==> config.mk <==
export PLATFORM = sky130hd
export DESIGN_NAME = seq_cla_subtractor
export DESIGN_NICKNAME = d
export VERILOG_FILES = /design/src/rtl/seq_cla_subtractor.sv
export SDC_FILE = /design/constraint.sdc
export NUM_CORES = 1
export LEC_CHECK = 0
export BUFFER_PORTS_ARGS = -buffer_cell sky130_fd_sc_hd__buf_4
export CAP_MARGIN = 20
export CELL_PAD_IN_SITES_DETAIL_PLACEMENT = 0
export CELL_PAD_IN_SITES_GLOBAL_PLACEMENT = 1
export CORE_MARGIN = 1
export CORE_UTILIZATION = 43
export CTS_CLUSTER_DIAMETER = 80
export DETAILED_ROUTE_END_ITERATION = 8
export GPL_ROUTABILITY_DRIVEN = 0
export PLACE_DENSITY_LB_ADDON = 0.15
export SLEW_MARGIN = 20
export SYNTH_ARGS = -nofsm -noshare
export SYNTH_HDL_FRONTEND = slang
export SYNTH_SLANG_ARGS = --single-unit
==> constraint.sdc <==
create_clock -name iClk -period 8.82 [get_ports iClk]
set_input_delay 0.882 -clock iClk [delete_from_list [all_inputs] [get_ports iClk]]
set_output_delay 0.882 -clock iClk [all_outputs]
set_load 0.005 [all_outputs]
==> src/rtl/seq_cla_subtractor.sv <==
// Multi-cycle subtractor: computes iA - iB one ADDER_WIDTH slice per clock
// through a carry-lookahead slice, then reports borrow, signed overflow and zero.
module seq_cla_subtractor #(
  parameter int ADDER_WIDTH   = 8,
  parameter int OPERAND_WIDTH = 32
) (
  input  logic                     iClk,
  input  logic                     iRst,
  input  logic                     iStart,
  input  logic [OPERAND_WIDTH-1:0] iA,
  input  logic [OPERAND_WIDTH-1:0] iB,
  output logic [OPERAND_WIDTH-1:0] oDiff,
  output logic                     oBorrow,
  output logic                     oOverflow,
  output logic                     oZero,
  output logic                     oBusy,
  output logic                     oDone
);

  localparam int NUM_SLICES = OPERAND_WIDTH / ADDER_WIDTH;
  localparam int IDX_W      = $clog2(NUM_SLICES);
  localparam logic [IDX_W-1:0] LAST_IDX = IDX_W'(NUM_SLICES - 1);

  typedef enum logic [1:0] {
    IDLE = 2'd0,
    RUN  = 2'd1,
    DONE = 2'd2
  } state_t;

  state_t state_q, state_d;
  logic   accept;

  logic [NUM_SLICES-1:0][ADDER_WIDTH-1:0] a_q, b_q, diff_q, diff_d;
  logic [IDX_W-1:0]   idx_q;
  logic               carry_q;
  logic               borrow_q, overflow_q, zero_q, done_q;

  logic [ADDER_WIDTH-1:0] slice_a, slice_b, gen, prop, slice_sum;
  logic [ADDER_WIDTH:0]   carry;
  logic                   last_slice;

  // NOTE: every signal driven here gets a default first, so no path through
  // the case statement can leave a value unassigned and infer a latch.
  always_comb begin
    state_d = state_q;
    accept  = 1'b0;
    unique case (state_q)
      IDLE: begin
        if (iStart) begin
          accept  = 1'b1;
          state_d = RUN;
        end
      end
      RUN: begin
        if (idx_q == LAST_IDX) state_d = DONE;
      end
      DONE: begin
        if (iStart) begin
          accept  = 1'b1;
          state_d = RUN;
        end else begin
          state_d = IDLE;
        end
      end
      default: state_d = IDLE;
    endcase
  end

  // NOTE: sequential state uses non-blocking assignments so every register
  // samples the pre-edge values, independent of statement order.
  always_ff @(posedge iClk) begin
    if (iRst) state_q <= IDLE;
    else      state_q <= state_d;
  end

  // Subtraction as A + ~B + carry; the carry register starts at 1 for the +1.
  always_comb begin
    slice_a  = a_q[idx_q];
    slice_b  = ~b_q[idx_q];
    gen      = slice_a & slice_b;
    prop     = slice_a ^ slice_b;
    carry    = '0;
    carry[0] = carry_q;
    for (int i = 0; i < ADDER_WIDTH; i++) begin
      carry[i+1] = gen[i] | (prop[i] & carry[i]);
    end
    slice_sum      = prop ^ carry[ADDER_WIDTH-1:0];
    diff_d         = diff_q;
    diff_d[idx_q]  = slice_sum;
    last_slice     = (idx_q == LAST_IDX);
  end

  // NOTE: the operand and result registers are plain flops rather than a
  // memory, so they take the reset like any other state.
  always_ff @(posedge iClk) begin
    if (iRst) begin
      a_q        <= '0;
      b_q        <= '0;
      diff_q     <= '0;
      idx_q      <= '0;
      carry_q    <= 1'b1;
      borrow_q   <= 1'b0;
      overflow_q <= 1'b0;
      zero_q     <= 1'b0;
      done_q     <= 1'b0;
    end else begin
      done_q <= 1'b0;
      if (accept) begin
        a_q     <= iA;
        b_q     <= iB;
        idx_q   <= '0;
        carry_q <= 1'b1;
      end else if (state_q == RUN) begin
        diff_q  <= diff_d;
        carry_q <= carry[ADDER_WIDTH];
        idx_q   <= idx_q + 1'b1;
        if (last_slice) begin
          borrow_q   <= ~carry[ADDER_WIDTH];
          overflow_q <= (a_q[NUM_SLICES-1][ADDER_WIDTH-1] != b_q[NUM_SLICES-1][ADDER_WIDTH-1]) &&
                        (slice_sum[ADDER_WIDTH-1] != a_q[NUM_SLICES-1][ADDER_WIDTH-1]);
          zero_q     <= (diff_d == '0);
          done_q     <= 1'b1;
          idx_q      <= '0;
          carry_q    <= 1'b1;
        end
      end
    end
  end

  assign oDiff     = diff_q;
  assign oBorrow   = borrow_q;
  assign oOverflow = overflow_q;
  assign oZero     = zero_q;
  assign oBusy     = (state_q == RUN);
  assign oDone     = done_q;

endmodule

# Yosys cells after proc, flatten, opt, wreduce, memory -nomap -nowiden

Cells that the tools add are included.

Eq/ne operators: 7
Mux-type cells: 16
Reductions and logical operators: 10
Add/sub/neg operators: 1
Bitwise gates (word level): 23
$lt $le $gt $ge: 2

Operator list:

| cell                                                                                | count |
|---|---|
| 8-bit binary-select mux with 2-bit select                                           | 2 |
| 32-bit bitwise mux                                                                  | 1 |
| 32-bit zero test                                                                    | 1 |
| 8-bit 2-to-1 mux                                                                    | 3 |
| 8-bit demux with 2-bit select                                                       | 1 |
| 8-bit bitwise XOR                                                                   | 2 |
| 1-bit AND                                                                           | 8 |
| 8-bit AND                                                                           | 1 |
| 8-bit inverter                                                                      | 1 |
| 1-bit OR                                                                            | 8 |
| 2-bit 2-to-1 mux                                                                    | 3 |
| 2-bit one-hot mux with 3 select lines                                               | 1 |
| 1-bit 2-to-1 mux                                                                    | 5 |
| 2-bit equality test, second input constant                                          | 2 |
| 2-bit AND reduction                                                                 | 2 |
| 2-bit OR reduction                                                                  | 2 |
| 2-bit by 3-bit < comparator with 1-bit output, second input constant                | 1 |
| 1-bit inverter                                                                      | 3 |
| 3-bit AND reduction                                                                 | 1 |
| 3-bit OR reduction                                                                  | 1 |
| 2-bit by 1-bit adder with 2-bit output, second input constant                       | 1 |
| 2-bit by 1-bit equality test with 1-bit output, second input constant               | 1 |
| 2-bit by 1-bit greater-or-equal comparator with 1-bit output, second input constant | 1 |
| 1-bit logical AND                                                                   | 2 |
| other kinds (4)                                                                     | 5 |

Input port bits: 67
Output and inout port bits: 37
Register bits: 105
Word-level logic and storage cells: 78

# Depth between registers and ports, before layout

Gate-level depths: netlist of run 1.

Depth after elaboration: 21
Gate-level depth with buffers: 15
Depth with buffers taken out: 14

# Worst setup path before layout of run 1

OpenSTA, ideal clock, no wires.

Path type: register to register
Start: register idx_q[0]
End: register overflow_q (netlist: oOverflow)
Setup time: 0.091 ns
Cell stages (with the launch flop): 14
Required time: 8.729 ns
Period minus slack after synthesis: 5.238 ns
Setup slack: 3.582 ns
Arrival time: 5.148 ns
Buffers on the path: 2
Cell sequence: dfxtp_1 buf_4 buf_4 mux4_2 fa_1 fa_1 fa_1 fa_1 fa_1 fa_1 fa_1 fa_1 or3b_2 a311oi_1

Cells in the longest elaborated chain, start to end: 21
Elaborated cells between the ends (all ways): 26
Classes of those cells: eq/ne: 2; mux: 4; bitwise: 18; reduce/logical: 2

Ends and longest elaborated chain:

| what                                      | RTL line | source |
|---|---|---|
| start, declared                           | 34       | `logic [IDX_W-1:0] idx_q;` |
| start signal, assigned                    | 116      | `idx_q <= idx_q + 1'b1;` |
| 8-bit binary-select mux with 2-bit select | 79       | `slice_b = ~b_q[idx_q];` |
| 8-bit 2-to-1 mux (implied by the code)    | 79       |  |
| 8-bit inverter                            | 79       |  |
| 8-bit bitwise XOR                         | 81       | `prop = slice_a ^ slice_b;` |
| 1-bit AND                                 | 85       | `carry[i+1] = gen[i] \| (prop[i] & carry[i]);` |
| 1-bit OR                                  | 85       |  |
| 1-bit AND                                 | 85       |  |
| 1-bit OR                                  | 85       |  |
| [... 5 more ...]                          | --       |  |
| 1-bit OR                                  | 85       |  |
| 1-bit AND                                 | 85       |  |
| 1-bit OR                                  | 85       |  |
| 1-bit AND                                 | 85       |  |
| 1-bit OR                                  | 85       |  |
| 8-bit bitwise XOR                         | 87       | `slice_sum = prop ^ carry[ADDER_WIDTH-1:0];` |
| 1-bit inequality test                     | 120      | `(slice_sum[ADDER_WIDTH-1] != a_q[NUM_SLICES-1][ADDER_WIDTH-1]);` |
| 1-bit logical AND                         | 119      | `overflow_q <= (a_q[NUM_SLICES-1][ADDER_WIDTH-1] != b_q[NUM_SLICES-1][ADDER_WIDTH-1]) &&` |
| end signal, assigned                      | 119      |  |
| end, declared                             | 36       | `logic borrow_q, overflow_q, zero_q, done_q;` |

Parallel ways exist; a longest one is shown, timed or not. The select of a mux whose other input is x is not followed.
A chain may end at the register's enable or synchronous reset.

# Worst setup path after layout of run 1

Same ends and word-level chain as after synthesis.

==> flow_summary_export.csv, run 1 <==
group,metric,value,unit
drt,drc,0,
timing,worst_slew_pin_slew,1070,ps
setup_path,path_class,"register to register",
clocking,htree_levels,3,
hold_path,hold_path.class,"register to register",
logic_synthesis,synth_area_per_cell,8.79,um2
logic_synthesis,post-synth-top-area-cell,"dfxtp_1",
floorplan,pin_count,104,
drt,first_pass_iters,5,
floorplan,coreArea,9950,um2
setup_path,start_kind,"register",
timing,final-setup-viol-count,0,
drt,postRouteAntennaNets,0,
drt,drt-total-wl,10700,um
timing,fmax,186,MHz
drt,drt_iter0_drc,157,
setup_path,reg2reg_depth,12,
run_status,status,"finished clean",
grt,grt_usage,20.9,%
setup_path,crit_chain,"buf_4 > mux4_2 > fa_1 > fa_1 > fa_1 > fa_1 > fa_1 > fa_1 > fa_1 > fa_1 > or3b_2 > a311oi_1",
clocking,clk_latency,360,ps
logic_synthesis,synth_area,4490,um2
finish,final_layout_size_suffix_gt1_share,23.6,%
drt,num_vias,3693,
placed_design,dp_hpwl,7570,um
finish,antenna_cells,0,
clocking,clkTransAtPathRegs,90,ps
clocking,post_cts_buffers,0,
floorplan,start_util,45.1,%
grt,antenna_found_initial,0,
clocking,clockBufferDepth,2,
timing,relSlewSlack,28.9,%
grt,grt_pass1_vias,3567,
timing,rsz0062_at_grt,"no",
setup_path,cp_data_arrival_time,5640,ps
logic_synthesis,yosysMostFrequentCell,"nand2_1",
setup_path,crit_path_frequent_cell,"fa_1",
pwr,ir_drop,0.0800,mV
logic_synthesis,ys_ff_latch,105,
floorplan,rows,36,
drt,wire_per_inst,14.8,um
timing,hold_violations,0,
logic_synthesis,synth_cells,511,
setup_path,slowest_delay,580,ps
finish,synthToLayoutAreaGrowth,20.4,%
hold_path,hold_path_depth,2,
logic_synthesis,synth_edf_count,0,
setup_path,crit_path_end_kind,"register",
clocking,ctsRootBufferMaster,"clkbuf_8",
finish,stdcell_count,723,
floorplan,die_y,104,um
clocking,cts_tree,"done",
logic_synthesis,synthTopCellsByCount,"137 x nand2_1, 105 x dfxtp_1, 69 x a21oi_1",
grt,grt_max_degree,107,
logic_synthesis,yosysTopAreaCellShare,46.8,%
grt,grt_pass1_wl,18000,um
clocking,cts_buffers,9,
logic_synthesis,synth.distinct_cells,33,
placed_design,portBuffers,103,
setup_path,cpMaxStageDelayCell,"fa_1",
timing,maxSlewViolCount,0,
pwr,power,976,uW
logic_synthesis,ys_top_cells_by_area,"dfxtp_1 47%, nand2_1 11%, mux4_2 8.0%",
timing,post-route-period-util,60.9,%
setup_path,required,9090,ps
timing,min_period,5370,ps
logic_synthesis,ys_async_sr_fraction,0,%
placed_design,place_area,5230,um2
finish,nets,665,
placed_design,dpl.cell_count,708,
pwr,leakagePower,2.12,nW
logic_synthesis,synth_warnings,0,
job,cap_viol_max_count,0,
floorplan,die_area,10900,um2
clocking,cts_hold_buffers,0,
grt,grt_overflow_total,0,
timing,fin_skew,5.82,ps
timing,fin_setup_tns,0,ps
drt,vias_per_cell,5.11,
logic_synthesis,syn-num-nets,590,
finish,stdcell_area,5410,um2
setup_path,path_max_fanout,21,
pwr,cellPowerDensity,180,nW/um2
clocking,clkSinkCount,105,
clocking,cts_resized,0,
logic_synthesis,synth_ff_type,"dfxtp_1",
floorplan,fp.dieW,104,um
logic_synthesis,seq_area_frac_synth,46.8,%
## area by class of cell
class,count,area (um2)
clock inverters,3,42.5
multi-input cells,349,2110
clock buffers,12,135
flip-flops and latches,105,2100
repair buffers,106,796
well taps,133,166
fillers,977,4540
inverters,15,58.8
## metal layers
metal / global-route usage (%) / wire length (um) / vias up
li1: - / - / 1877
met1: 28.4 / 4970 / 1693
met2: 34.0 / 5080 / 115
met3: 4.76 / 570 / 8
met4: 4.39 / 69 / 0
met5: 0 / 0 / -
## kinds of logic after synthesis
| kind of cell | Yosys count | synth area share (%) |
|---|---|---|
| AOI/OAI and AO/OA | 112 | 14.5 |
| adders and majority gates | 12 | 4.68 |
| buffers and inverters | 57 | 6.60 |
| DFF | 105 | 46.8 |
| muxes | 17 | 8.24 |
| and+or+nand+nor | 208 | 19.2 |
## path summary, 6_finish.rpt
kind | start | end | slack, ps
setup / recovery | idx_q[0]$_SDFFE_PP0P_ | oOverflow$_SDFFE_PP0P_ | 3450
setup reg to reg | idx_q[0]$_SDFFE_PP0P_ | oOverflow$_SDFFE_PP0P_ | 3450
hold reg to reg | b_q[17]$_SDFFE_PP0P_ | b_q[17]$_SDFFE_PP0P_ | 460
hold / removal | b_q[17]$_SDFFE_PP0P_ | b_q[17]$_SDFFE_PP0P_ | 460
## critical path, delay by kind of cell, from the launching register on
kind	cells	cell delay (ps)
buffers and inverters	1	330
adder cells (fa/ha/maj)	8	3340
AND/OR/NAND/NOR	1	480
AO/OA/AOI/OAI	1	250
multiplexers	1	560
flip-flops	1	310
## registers in the layout (all words and copies together) (netlist names), 2 cells and up
register,count
idx_q,2
state_q,2
oDiff,32
b_q,32
a_q,32
## stage by stage
step / utilization (%) / hold slack, ps / setup slack, ps
finish: 54.3 / 456 / 3450
global route: 54.3 / 477 / 3190
detailed placement: 52.6 / 444 / 3440
CTS: 54.3 / 457 / 3450
floorplan: - / 433 / 3580
global placement: 52.5 / 441 / 3500
## placed cells by master (no fill, tap or decap), drive strengths merged
master	synthesis	final
a211oi	32	32
a21oi	69	69
a22oi	1	1
a311oi	1	1
a31oi	2	2
and2	4	4
buf	26	106
bufinv	0	1
clkbuf	16	12
clkinv	0	1
clkinvlp	0	1
dfxtp	105	105
fa	8	8
ha	4	4
inv	15	15
mux2i	1	1
mux4	16	16
nand2	137	137
nand2b	3	3
nand3	3	3
nand3b	3	3
nand4	3	3
nor2	40	40
nor2b	2	2
nor3	7	7
nor4	3	3
o21ai	5	5
o22ai	2	2
or3b	1	1
or4	2	2
## where the power goes
part	internal [mW]	switching, mW
Sequential	0.498	0.0151
Clock	0.130	0.152
Combinational	0.0795	0.102
Power figures use the tool's default switching activity.
==> run 2, diff against run 1 <==
- ABC_AREA: not set -> 1
- CORE_UTILIZATION: 43 -> 38
- clock period: 8.82 -> 5.21 ns (I/O delays scaled with it)
==> flow_summary_export.csv, run 2 <==
group,metric,value,unit
finish,final_core_util,49.4,%
timing,fmax,201,MHz
run_status,violations,"DRC",
setup_path,path_class,"register to register",
clocking,cts_buffers,9,
setup_path,cpMaxStageDelayCell,"fa_2",
setup_path,crit_start,"idx_q[1]$_SDFFE_PP0P_",
logic_synthesis,seq_area_frac_synth,45.7,%
placed_design,dp_hpwl,9090,um
logic_synthesis,ys_ff_latch,105,
finish,layout_commonest_cell,"nor2_1",
setup_path,required,5500,ps
clocking,clkSinkCount,105,
setup_path,crit_chain,"inv_4 > a32o_1 > fa_1 > fa_1 > fa_1 > fa_1 > fa_1 > fa_1 > fa_2 > fa_2 > nand2_1 > o21ai_1 > nand2_1 > nor2_1 > nand2_1 > nor2_1 > nand2_1 > a21oi_2",
setup_path,cpLargestDelayFamily,"adder cells",
logic_synthesis,synth_ff_type,"dfxtp_1",
setup_path,reg2reg_depth,18,
logic_synthesis,synth_edf_count,0,
timing,hold_violations,0,
pwr,ir_drop,0.163,mV
finish,stdcell_count,856,
placed_design,dpl.cell_count,840,
grt,grt_overflow_total,0,
setup_path,start_kind,"register",
logic_synthesis,synthTopCellsByCount,"163 x nor2_1, 126 x o21ai_0, 105 x dfxtp_1",
grt,grt_max_degree,73,
logic_synthesis,yosysMostFrequentCell,"nor2_1",
floorplan,pin_count,104,
logic_synthesis,yosysTopAreaCellShare,45.7,%
logic_synthesis,ys_top_cells_by_area,"dfxtp_1 46%, o21ai_0 14%, nor2_1 13%",
timing,post-route-period-util,95.6,%
run_status,status,"complete, but fails checks",
setup_path,path_max_fanout,14,
drt,drc,7,
placed_design,preCtsSetupSlack,-26.5,ps
setup_path,r2r-end,"oZero$_SDFFE_PP0P_",
floorplan,coreArea,11600,um2
logic_synthesis,post-synth-top-area-cell,"dfxtp_1",
finish,final_layout_size_suffix_gt1_share,20.8,%
setup_path,reg2reg_from,"idx_q[1]$_SDFFE_PP0P_",
job,cap_viol_max_count,0,
pwr,leakagePower,2.52,nW
clocking,htree_levels,3,
timing,final-setup-viol-count,0,
setup_path,r2r_slack,230,ps
drt,drt_iter0_drc,313,
setup_path,slowest_delay,650,ps
timing,maxSlewViolCount,0,
logic_synthesis,ys_async_sr_fraction,0,%
finish,final_cell_mix,"163 x nor2_1, 124 x o21ai_0, 115 x buf_4",
setup_path,cp_data_arrival_time,5270,ps
setup_path,cp.depth,18,
drt,drt-total-wl,13000,um
clocking,clk_latency,340,ps
drt,wire_per_inst,15.2,um
floorplan,rows,39,
floorplan,fp.dieW,112,um
pwr,pwr-share-comb,25.5,%
clocking,clockBufferDepth,2,
timing,worst_slew_pin_slew,977,ps
pwr,clkPwrFrac,30.1,%
finish,synthToLayoutAreaGrowth,24.7,%
setup_path,crit_path_frequent_cell,"fa_1",
clocking,clkTransAtPathRegs,70,ps
pwr,seqPwrFrac,44.4,%
timing,fin_skew,6.10,ps
pwr,switchingPower,638,uW
grt,grt_pass1_wl,21300,um
timing,relSlewSlack,34.7,%
grt,grt_pass1_vias,4133,
logic_synthesis,synth_area,4600,um2
finish,nets,788,
floorplan,die_area,12500,um2
floorplan,die_y,112,um
logic_synthesis,synth_cells,624,
clocking,ctsRootBufferMaster,"clkbuf_16",
hold_path,hold_path.class,"input pin to register",
logic_synthesis,synth_area_per_cell,7.37,um2
logic_synthesis,synth_warnings,0,
placed_design,portBuffers,103,
grt,grt_usage,21.6,%
setup_path,critPathBufInv,1,
timing,min_period,4980,ps
logic_synthesis,synth.distinct_cells,24,
setup_path,critPathCapture,"oZero$_SDFFE_PP0P_",
pwr,swShare,31.2,%
timing,setup_ws,230,ps
finish,seq_area,2110,um2
pwr,p_int,1.41,mW
finish,fill_cells,1200,
finish,multi_input_area,2250,um2
finish,antenna_cells,0,
drt,first_pass_iters,6,
clocking,cts_tree,"done",
drt,vias_per_cell,5.12,
drt,postRouteAntennaNets,0,
setup_path,crit_path_end_kind,"register",
grt,antenna_found_initial,0,
logic_synthesis,syn-num-nets,703,
timing,fin_setup_tns,0,ps
floorplan,start_util,39.6,%
drt,num_vias,4382,
pwr,cellPowerDensity,357,nW/um2
[run 2: cell count changes after synthesis, sizes merged, moves of 7 or more]
cell    change
nor3        -7
a211oi     -32
buf        -12
clkbuf     +11
a32o        +7
mux4       -16
nand2      -63
nand3      +10
nor2      +126
o21ai     +135
a21oi      -31
[run 2: worst min-delay path by stage]
| stage | startpoint | end | slack [ps] | depth (start not counted) |
|---|---|---|---|---|
| floorplan | b_q[31]$_SDFFE_PP0P_ | b_q[31]$_SDFFE_PP0P_ | 460 | 2 |
| global placement | oDiff[24]$_SDFFE_PP0P_ | oDiff[24]$_SDFFE_PP0P_ | 480 | 2 |
| detailed placement | oDiff[24]$_SDFFE_PP0P_ | oDiff[24]$_SDFFE_PP0P_ | 480 | 2 |
| CTS | iRst | oZero$_SDFFE_PP0P_ | 380 | 2 |
| global route | iRst | oZero$_SDFFE_PP0P_ | 390 | 2 |
| finish | iB[17] | b_q[17]$_SDFFE_PP0P_ | 390 | 3 |
[run 2: final cells by class]
| cell class | instances | area share (%) |
|---|---|---|
| Clock buffer | 11 | 4.23 |
| Clock inverter | 4 | 0.349 |
| Inverter | 18 | 1.24 |
| Multi-Input combinational cell | 460 | 39.3 |
| Sequential cell | 105 | 36.7 |
| Tap cell | 143 | 3.12 |
| Timing Repair Buffer | 115 | 15.1 |
[run 2: cell families after synthesis]
family                     count (synthesis)  share of synthesized area (%)
adders and majority gates                 12                           4.57
buffers and inverters                     59                           5.58
and+or+nand+nor                          253                           21.5
AOI/OAI and AO/OA                        195                           22.6
DFF                                      105                           45.7
[run 2: worst min-delay path: cells and delay by family]
kind,cells,cell delay (ps)
buffers and inverters,1,70
and+or+nand+nor,2,110
[run 2: timing repair]
action | 4_1_cts | 5_1_grt
setup buffers | 0 | 1
hold buffers | 0 | 0
pin swaps | 0 | 1
cloned | 0 | 0
resized for setup | 1 | 8
endpoints found under the setup margin | 1 | 2
[run 2: metrics by stage]
| step | total power, mW | cell area, um2 | hold slack (ps) |
|---|---|---|---|
| detailed placement | 1.43 | 5450 | 481 |
| CTS | 2.05 | 5710 | 382 |
| global route | 2.16 | 5740 | 394 |
| finish | 2.05 | 5740 | 394 |
| floorplan | 1.23 | 4600 | 457 |
| global placement | 1.42 | 5450 | 480 |
[run 2: power groups by stage]
stage | clock (mW) | combinational, mW | sequential (mW)
2_1_floorplan | 0 | 0.312 | 0.913
5_1_grt | 0.662 | 0.588 | 0.915
3_5_place_dp | 0 | 0.506 | 0.925
4_1_cts | 0.631 | 0.508 | 0.908
6_report | 0.617 | 0.521 | 0.908
3_3_place_gp | 0 | 0.500 | 0.925
[run 2: layer usage]
metal / vias up / track usage (%) / share of wire (%)
li1: 2246 / - / -
met5: - / 0 / 0
met1: 1998 / 29.8 / 47
met2: 122 / 34.2 / 46
met4: 0 / 6.76 / 1.6
met3: 16 / 4.14 / 5.3
==> run 3, diff against run 2 <==
- ABC_AREA: 1 -> 0
- CORE_UTILIZATION: 38 -> 40
- PLACE_DENSITY_LB_ADDON: 0.15 -> 0.1
==> flow_summary_export.csv, run 3 (synthesis gave the netlist of run 1 again) <==
group,metric,value,unit
setup_path,path_class,"register to register",
clocking,clkTransAtPathRegs,100,ps
drt,vias_per_cell,5.07,
pwr,cellPowerDensity,317,nW/um2
placed_design,portBuffers,103,
timing,fin_skew,9.35,ps
timing,fin_setup_tns,0,ps
drt,drt-total-wl,11100,um
timing,setup_ws,173,ps
clocking,htree_levels,3,
clocking,post_cts_buffers,0,
finish,multi_input_area,2110,um2
grt,grt_usage,20.0,%
drt,wire_per_inst,15.1,um
setup_path,reg2reg_from,"idx_q[0]$_SDFFE_PP0P_",
placed_design,preCtsSetupSlack,151,ps
clocking,clockBufferDepth,2,
finish,fill_cells,1093,
clocking,clkSinkCount,105,
finish,nets,666,
clocking,cts_hold_buffers,0,
hold_path,hold_path.class,"input pin to register",
setup_path,critPathCapture,"oZero$_SDFFE_PP0P_",
floorplan,start_util,41.3,%
clocking,cts_buffers,9,
setup_path,required,5500,ps
floorplan,coreArea,10900,um2
placed_design,dp_hpwl,7880,um
drt,drc,0,
drt,first_pass_iters,7,
placed_design,dpl.cell_count,716,
pwr,ir_drop,0.139,mV
setup_path,r2r-end,"oZero$_SDFFE_PP0P_",
drt,drt_iter0_drc,174,
timing,fmax,199,MHz
finish,antenna_cells,0,
pwr,leakagePower,2.14,nW
grt,grt_overflow_total,0,
floorplan,die_area,11700,um2
setup_path,reg2reg_depth,13,
timing,worst_slew_pin_slew,1090,ps
run_status,status,"finished clean",
hold_path,hp-start,"iA[21]",
clocking,cts_resized,0,
floorplan,die_y,108,um
timing,min_period,5040,ps
grt,grt_max_degree,107,
timing,post-route-period-util,96.7,%
setup_path,r2r_slack,170,ps
timing,maxSlewViolCount,0,
timing,rsz0062_at_grt,"no",
floorplan,rows,38,
drt,num_vias,3710,
clocking,cts_tree,"done",
timing,final-setup-viol-count,0,
drt,postRouteAntennaNets,0,
timing,hold_violations,0,
setup_path,cp_data_arrival_time,5330,ps
timing,whs,399,ps
grt,grt_pass1_vias,3593,
setup_path,crit_start,"idx_q[0]$_SDFFE_PP0P_",
finish,stdcell_count,732,
floorplan,pin_count,104,
finish,layout_commonest_cell,"nand2_1",
clocking,clk_latency,360,ps
finish,synthToLayoutAreaGrowth,22.1,%
finish,final_cell_mix,"137 x nand2_1, 106 x buf_4, 105 x dfxtp_1",
setup_path,path_max_fanout,7,
floorplan,fp.dieW,108,um
finish,seq_area,2100,um2
timing,relSlewSlack,27.1,%
setup_path,start_kind,"register",
grt,grt_pass1_wl,18000,um
finish,final_layout_size_suffix_gt1_share,24.2,%
grt,antenna_found_initial,0,
setup_path,crit_path_end_kind,"register",
job,cap_viol_max_count,0,
clocking,ctsRootBufferMaster,"clkbuf_8",
-- run 3: where the power goes --
group	leakage (nW)	internal (mW)	switching [mW]	total [mW]
logic	1.18	0.137	0.177	0.314
clock network	0.107	0.286	0.269	0.555
registers	0.858	0.843	0.0268	0.870
total	2.14	1.27	0.473	1.74
-- run 3: worst min path at each step --
stage / cells past startpoint / slack [ps] / end
floorplan: 2 / 430 / a_q[16]$_SDFFE_PP0P_
CTS: 3 / 380 / b_q[30]$_SDFFE_PP0P_
global route: 3 / 370 / b_q[30]$_SDFFE_PP0P_
finish: 3 / 400 / a_q[21]$_SDFFE_PP0P_
detailed placement: 2 / 450 / b_q[1]$_SDFFE_PP0P_
global placement: 2 / 440 / b_q[1]$_SDFFE_PP0P_
-- run 3: through the flow --
step                      total power, mW  util [%]  area (um2)
after floorplan                      1.08         -        4500
after global placement               1.20      48.3        5260
after detailed placement             1.20      48.3        5260
after CTS                            1.76      50.4        5480
after global routing                 1.82      50.4        5490
final                                1.74      50.4        5490
-- run 3: final cells by class --
type                    instances  area share, %
clock buffers                  12           2.65
clock inverters                 4           1.39
inverters                      15           1.07
multi-input cells             349           38.5
flip-flops and latches        105           38.3
well taps                     140           3.19
repair buffers                107           14.9
-- run 3: metal layers --
layer  share of wire [%]  vias to the layer above  global-route usage (%)  wire [um]
met4                0.69                        0                    5.38         76
met2                  47                       97                    32.9       5180
met3                 4.1                        7                    3.56        449
met5                   0                        -                       0          0
met1                  48                     1730                    26.8       5370
li1                    -                     1876                       -          -
-- run 3: worst max-delay path, stage by stage, from the launching register on --
cell and delay, ps:
dfxtp_1 410, mux4_2 540, fa_1 390, fa_1 390, fa_1 400, fa_1 400, fa_1 390, fa_1 390
fa_1 390, fa_2 640, o21ai_0 120, nor4_1 280, nand4_1 120, o21ai_1 130
